**config.mk**
```make
export PLATFORM = sky130hd
export DESIGN_NAME = gen_rr_lane_arbiter
export DESIGN_NICKNAME = d
export VERILOG_FILES = /design/src/rtl/gen_rr_lane_arbiter.sv
export SDC_FILE = /design/constraint.sdc
export NUM_CORES = 1
export LEC_CHECK = 0
export ABC_CLOCK_PERIOD_IN_PS = 1500
export CELL_PAD_IN_SITES_DETAIL_PLACEMENT = 1
export CELL_PAD_IN_SITES_GLOBAL_PLACEMENT = 1
export CORE_MARGIN = 4
export CORE_UTILIZATION = 22
export CTS_CLUSTER_DIAMETER = 120
export DETAILED_ROUTE_END_ITERATION = 10
export GPL_TIMING_DRIVEN = 0
export PLACE_DENSITY = 0.78
export SETUP_SLACK_MARGIN = 0.02
export SLEW_MARGIN = 10
export SYNTH_ARGS = -nofsm -noshare
export SYNTH_HDL_FRONTEND = slang
export SYNTH_SLANG_ARGS = --single-unit
```
**constraint.sdc**
```tcl
create_clock -name clk -period 1.5 [get_ports clk]
set_input_delay 0.225 -clock clk [delete_from_list [all_inputs] [get_ports clk]]
set_output_delay 0.225 -clock clk [all_outputs]
set_load 0.02 [all_outputs]
```
**src/rtl/gen_rr_lane_arbiter.sv**
```systemverilog
// Round-robin arbiter: P requester lanes share one registered valid/ready output stage.
// Optional packet locking (req_last port, LOCKED state) is enabled by defining ARB_LOCK_EN.
module gen_rr_lane_arbiter #(
  parameter int P  = 4,
  parameter int W  = 8,
  parameter int IW = (P > 1) ? $clog2(P) : 1
) (
  input  logic           clk,
  input  logic           rst_n,
  input  logic [P-1:0]   req_valid,
  input  logic [P*W-1:0] req_data,
`ifdef ARB_LOCK_EN
  input  logic [P-1:0]   req_last,
`endif
  output logic [P-1:0]   req_ready,
  output logic           out_valid,
  output logic [W-1:0]   out_data,
  input  logic           out_ready,
  output logic [IW-1:0]  grant_idx,
  output logic           busy
);

  typedef enum logic {EMPTY, FULL} state_t;

  state_t        state_reg;
  logic [IW-1:0] last_ptr_reg;
  logic [IW-1:0] winner;
  logic [IW-1:0] cand;
  logic [P-1:0]  valid_eff;
  logic [P-1:0]  grant_oh;
  logic          any_req;
  logic          can_load;
  logic          xfer;
  logic [W-1:0]  lane_data [P];

`ifdef ARB_LOCK_EN
  logic          lock_reg;
  logic [IW-1:0] lock_idx_reg;
`endif

  genvar gi;
  generate
    for (gi = 0; gi < P; gi++) begin : g_lane
      assign lane_data[gi] = req_data[gi*W +: W];
`ifdef ARB_LOCK_EN
      // While a packet is in flight only the locked lane may compete.
      assign valid_eff[gi] = req_valid[gi] && (!lock_reg || (lock_idx_reg == IW'(gi)));
`else
      assign valid_eff[gi] = req_valid[gi];
`endif
      assign grant_oh[gi]  = any_req && (winner == IW'(gi));
      assign req_ready[gi] = grant_oh[gi] && can_load;
    end
  endgenerate

  // Search starts one past the last winner and wraps modulo P.
  always_comb begin
    any_req = 1'b0;
    winner  = '0;
    cand    = '0;
    for (int k = 1; k <= P; k++) begin
      cand = IW'((int'(last_ptr_reg) + k) % P);
      if (!any_req && valid_eff[cand]) begin
        any_req = 1'b1;
        winner  = cand;
      end
    end
  end

  assign out_valid = (state_reg == FULL);
  assign can_load  = !out_valid || out_ready;
  assign xfer      = any_req && can_load;
  assign busy      = out_valid || (|req_valid);

  always_ff @(posedge clk or negedge rst_n) begin
    if (!rst_n) begin
      state_reg    <= EMPTY;
      out_data     <= '0;
      grant_idx    <= '0;
      last_ptr_reg <= IW'(P - 1);
`ifdef ARB_LOCK_EN
      lock_reg     <= 1'b0;
      lock_idx_reg <= '0;
`endif
    end else begin
      if (xfer) begin
        state_reg    <= FULL;
        out_data     <= lane_data[winner];
        grant_idx    <= winner;
        last_ptr_reg <= winner;
`ifdef ARB_LOCK_EN
        if (!lock_reg) begin
          if (!req_last[winner]) begin
            lock_reg     <= 1'b1;
            lock_idx_reg <= winner;
          end
        end else if (req_last[winner]) begin
          lock_reg <= 1'b0;
        end
`endif
      end else if (out_ready) begin
        // Drain without a replacement word; data and index keep their last values.
        state_reg <= EMPTY;
      end
    end
  end

endmodule

```
Word-level counts from Yosys, hierarchy flattened
Index checks and enable logic that the tools add are counted.
{"block": "op_classes", "n_addsub": 4, "n_mul": 0, "div_mod_pow": 0, "order_cmp": 5, "eq_ne": 3, "shift": 0, "mux": 21, "bitwise_logic": 1, "reduce_logical": 21}
{"operator": "8-bit binary-select mux with 2-bit select", "n": 1}
{"operator": "8-bit 2-to-1 mux", "n": 2}
{"operator": "1-bit logical AND", "n": 12}
{"operator": "2-bit by 3-bit less-than comparator with 1-bit output (second input constant)", "n": 4}
{"operator": "1-bit 2-to-1 mux", "n": 10}
{"operator": "1-bit binary-select mux with 2-bit select", "n": 4}
{"operator": "2-bit 2-to-1 mux", "n": 4}
{"operator": "2-bit by 1-bit adder with 2-bit output (second input constant)", "n": 2}
{"operator": "2-bit adder (second input constant)", "n": 2}
{"operator": "2-bit equality test (second input constant)", "n": 2}
{"operator": "1-bit zero test", "n": 4}
{"operator": "4-bit OR reduction", "n": 1}
{"operator": "3-bit >= comparator (second input constant)", "n": 1}
{"operator": "2-bit NOT with 3-bit output", "n": 1}
{"operator": "2-bit by 1-bit equality test with 1-bit output (second input constant)", "n": 1}
{"operator": "2-bit zero test", "n": 1}
{"operator": "1-bit logical OR", "n": 2}
{"operator": "2-bit nonzero test", "n": 1}
{"block": "totals", "ff_bits": 13, "latch_bits": 0, "ramBits": 0, "rom_bits": 0, "out_inout_bits": 16, "elab_cells": 59, "n_memories": 0}

Longest topological paths before layout
{"block": "logic_depth", "depth_word": 17, "mapped_depth": 7, "mapped_depth_nobuf": 5}

Least setup slack after synthesis
No wires, ideal clock.
{"block": "synth_timing", "path_type": "register -> output", "from": "register last_ptr_reg[1]", "to": "output req_ready[0]", "arrival_ps": 1556, "t_required_ps": 1275, "setup_slack_ps": -281, "stages_incl_launch_ff": 7, "n_path_buf": 2, "path_cell_list": "dfstp_2 > buf_6 > mux2i_1 > o221a_4 > buf_6 > inv_1 > nor2_1"}
{"block": "synth_between", "elab_chain_cells": 16, "word_cells_on_any_way": 29}
{"item": "from (decl)", "line": "26", "rtl": "logic [IW-1:0] last_ptr_reg;"}
{"item": "from (signal assigned)", "line": "80", "rtl": "last_ptr_reg <= IW'(P - 1);"}
{"item": "from (signal assigned)", "line": "90", "rtl": "last_ptr_reg <= winner;"}
{"item": "2-bit by 1-bit adder with 2-bit output", "line": "62", "rtl": "cand = IW'((int'(last_ptr_reg) + k) % P);"}
{"item": "1-bit binary-select mux with 2-bit select", "line": "63", "rtl": "if (!any_req && valid_eff[cand]) begin"}
{"item": "1-bit 2-to-1 mux (not written as such)", "line": "63"}
{"item": "1-bit 2-to-1 mux", "line": "63"}
{"item": "1-bit zero test", "line": "63"}
{"item": "1-bit logical AND", "line": "63"}
{"item": "1-bit 2-to-1 mux", "line": "63"}
{"item": "1-bit zero test", "line": "63"}
{"item": "1-bit logical AND", "line": "63"}
{"item": "1-bit 2-to-1 mux", "line": "63"}
{"item": "1-bit zero test", "line": "63"}
{"item": "1-bit logical AND", "line": "63"}
{"item": "2-bit 2-to-1 mux", "line": "63"}
{"item": "2-bit zero test", "line": "51", "rtl": "assign grant_oh[gi] = any_req && (winner == IW'(gi));"}
{"item": "1-bit logical AND (*)", "line": "51"}
{"item": "1-bit logical AND (*)", "line": "52", "rtl": "assign req_ready[gi] = grant_oh[gi] && can_load;"}
{"item": "to (decl)", "line": "15", "rtl": "output logic [P-1:0] req_ready,"}
Every way passes the cells marked *; elsewhere a longest branch is shown, timed or not. The select of a mux whose other input is x is not followed.

Final worst setup path
{"block": "layout_timing", "from": "register last_ptr_reg[1]", "to": "output req_ready[3]"}
{"block": "layout_between", "elab_chain_cells": 16, "word_cells_on_any_way": 29}
{"item": "2-bit by 1-bit adder with 2-bit output", "line": "62"}
{"item": "1-bit binary-select mux with 2-bit select", "line": "63"}
{"item": "1-bit 2-to-1 mux (not written as such)", "line": "63"}
{"item": "1-bit 2-to-1 mux", "line": "63"}
{"item": "1-bit zero test", "line": "63"}
{"item": "1-bit logical AND", "line": "63"}
{"item": "1-bit 2-to-1 mux", "line": "63"}
{"item": "1-bit zero test", "line": "63"}
{"item": "1-bit logical AND", "line": "63"}
{"item": "1-bit 2-to-1 mux", "line": "63"}
{"item": "1-bit zero test", "line": "63"}
{"item": "1-bit logical AND", "line": "63"}
{"item": "2-bit 2-to-1 mux", "line": "63"}
{"item": "2-bit equality test", "line": "51"}
{"item": "1-bit logical AND (*)", "line": "51"}
{"item": "1-bit logical AND (*)", "line": "52"}
Marked as above.

==> flow_summary.json <==
{
  "dieWidth_um": 69.5,
  "synth_edf_count": 0,
  "numCtsBuffers": 3,
  "drc": 0,
  "port_buffers": 54,
  "min_period_over_period": 1.30,
  "ir_drop_uv": 397,
  "top_layer": "met4",
  "yosysTopAreaCell": "dfrtp_1",
  "dp_hpwl_um": 2280,
  "wl_met3_um": 126,
  "pin_count": 55,
  "firstDrtPassIters": 4,
  "avgSynthCellArea_sq_um": 10.0,
  "ys_async_sr_fraction": 1.00,
  "path_class": "reg -> out",
  "wirelength_met1_um": 1170,
  "ys_ff_latch": 13,
  "grt_overflow": 0,
  "drive_gt1_frac": 0.301,
  "start_util": 0.227,
  "crit_start": "last_ptr_reg[1]",
  "maxSlewHeadroom": 0.609,
  "drtIter0Drc": 19,
  "grt_pass1_wl_um": 5060,
  "cts_buffer_depth": 2,
  "leakagePower_nw": 0.769,
  "dieArea_sq_um": 4820,
  "via_per_inst": 4.48,
  "final-setup-viol-count": 15,
  "largest_register_ffs": 8,
  "fin_ws_ns": -0.453,
  "num_rows": 22,
  "dp_slack_ns": -1.01,
  "slew_viol_final": 0,
  "critical_path_arrival_ns": 1.73,
  "die_y_um": 69.5,
  "core-area_sq_um": 3660,
  "htreeDepth": 1,
  "antenna_found_initial": 0,
  "clock_sinks": 13,
  "wl_per_cell_um": 14.8,
  "final_nets": 193,
  "crit_path_start_kind": "flop",
  "final_hold_viol_count": 0,
  "post_synth_main_area_contributors": "dfrtp_1 (33%), mux2i_1 (20%), o221ai_1 (8.4%)",
  "ys_seq_area_frac": 0.395,
  "power.density_nw_per_um2": 1040,
  "power.total_mw": 1.74,
  "min_path_type": "in -> async",
  "synth_cells": 83,
  "drv_cap": 0,
  "synth_common_cells": "mux2i_1 (17), nand2_1 (16), dfrtp_1 (11)",
  "grt_use_total": 0.132,
  "ys_types": 21,
  "r2r_start": "last_ptr_reg[1]",
  "synthFlopType": "dfrtp_1",
  "min_period_ns": 1.95,
  "cp-end-kind": "output pin",
  "rsz0062_at_grt": "yes",
  "fmax_mhz": 512,
  "routed_wl_um": 2970,
  "synth_most_common_cell": "mux2i_1",
  "final_util": 0.460,
  "syn2layout_area_growth_pct": 103,
  "insertion_delay_ns": 0.24,
  "ant_nets": 0,
  "worstMarginPinSlew_ns": 0.584,
  "timing.hold.ws_ns": 0.355,
  "setup_tns_ns": -4.90,
  "skew_ns": 0.00718,
  "crit_fanout": 6,
  "synth_warnings": 0,
  "syn_area_sq_um": 831,
  "grt_max_degree": 14,
  "gp_congestion": 0.750,
  "synth_nets": 122,
  "synth_top_cell_area_share": 0.331,
  "outcome": "finished with violations",
  "critPathRequiredTime_ns": 1.27,
  "insertedDiodeCount": 0,
  "route.met2.wl_um": 1640,
  "dr_total_vias": 901,
  "failed_checks": "negative setup slack",
  "grt_pass1_vias": 1020,
  "cts-root-buf": "clkbuf_8",
  "cts_tree": "built",
  "path_clk_slew_ns": 0.06
}
## critical path: stages (launching register included)
cell	delay, ns
dfstp_2	0.52
buf_6	0.12
a21oi_2	0.05
a31o_1	0.19
o22ai_2	0.16
nand2b_4	0.18
buf_8	0.12
nor2_4	0.04
buf_6	0.12
## cells by family after synthesis
| kind of cell | Yosys count | synth area share |
|---|---|---|
| simple gates | 28 | 0.154 |
| flops | 13 | 0.395 |
| mux | 17 | 0.205 |
| buf+inv | 8 | 0.0768 |
| compound gates | 17 | 0.170 |
## metrics by stage
step / cells / area (sq um)
final: 201 / 1680
after global routing: 201 / 1680
after CTS: 200 / 1670
after detailed placement: 185 / 1490
after global placement: 185 / 1490
after floorplan: 83 / 885
## metal layers
metal  up-vias  GRT usage
met5         -          0
met4         0     0.0390
met3         2     0.0246
met2        33      0.246
met1       425      0.150
li1        441          -
## placed cells by master (no fill, tap or decap), types with 2 or more instances in the layout
master           synthesis  layout
mux2i_1                 17      15
buf_6                    2       5
clkbuf_8                 0       3
nor2_1                   7       3
nor2_4                   0       4
buf_2                    2       3
dlygate4sd2_1            0       2
dfrtp_1                 11      11
a21oi_2                  1       2
a21oi_1                  4       3
buf_12                   1       2
clkdlybuf4s50_1          0      41
buf_4                    0      12
dfstp_2                  2       2
inv_1                    3       2
mux2i_2                  0       2
o221ai_1                 8       8
dlymetal6s2s_1           0       3
nand2_1                 16      15
## where the power goes
group	internal, mW	switching (mW)
clock network	0.187	0.122
logic	0.532	0.413
registers	0.441	0.0480
## path summary, 6_finish.rpt
check                          endpoint  slack [ns]  cells after the start
setup / recovery           req_ready[3]       -0.45                      8
hold / removal                out_valid        0.36                      1
setup reg to reg            out_data[5]       -0.44                      7
hold reg to reg             out_data[4]        0.49                      2
max in group asynchronous   out_data[2]        0.76                      1
min in group clk              out_valid        0.42                      4
## area by class of cell
type / instances / area, sq um
Buffer: 5 / 71.3
Clock buffer: 4 / 45.0
Fill cell: 429 / 1980
Inverter: 3 / 13.8
Multi-Input combinational cell: 62 / 510
Sequential cell: 13 / 328
Tap cell: 48 / 60.1
Timing Repair Buffer: 66 / 654
## timing repair
action / 4_1_cts / 5_1_grt
endpoints found under the setup margin: 17 / 19
gates resized for setup: 45 / 9
hold endpoints to repair: 0 / 0
buffers inserted: 10 / 1
gates cloned: 1 / 0
hold buffers: 0 / 0
pin swaps: 3 / 1
Note: power is estimated with default switching activity, not from simulation.
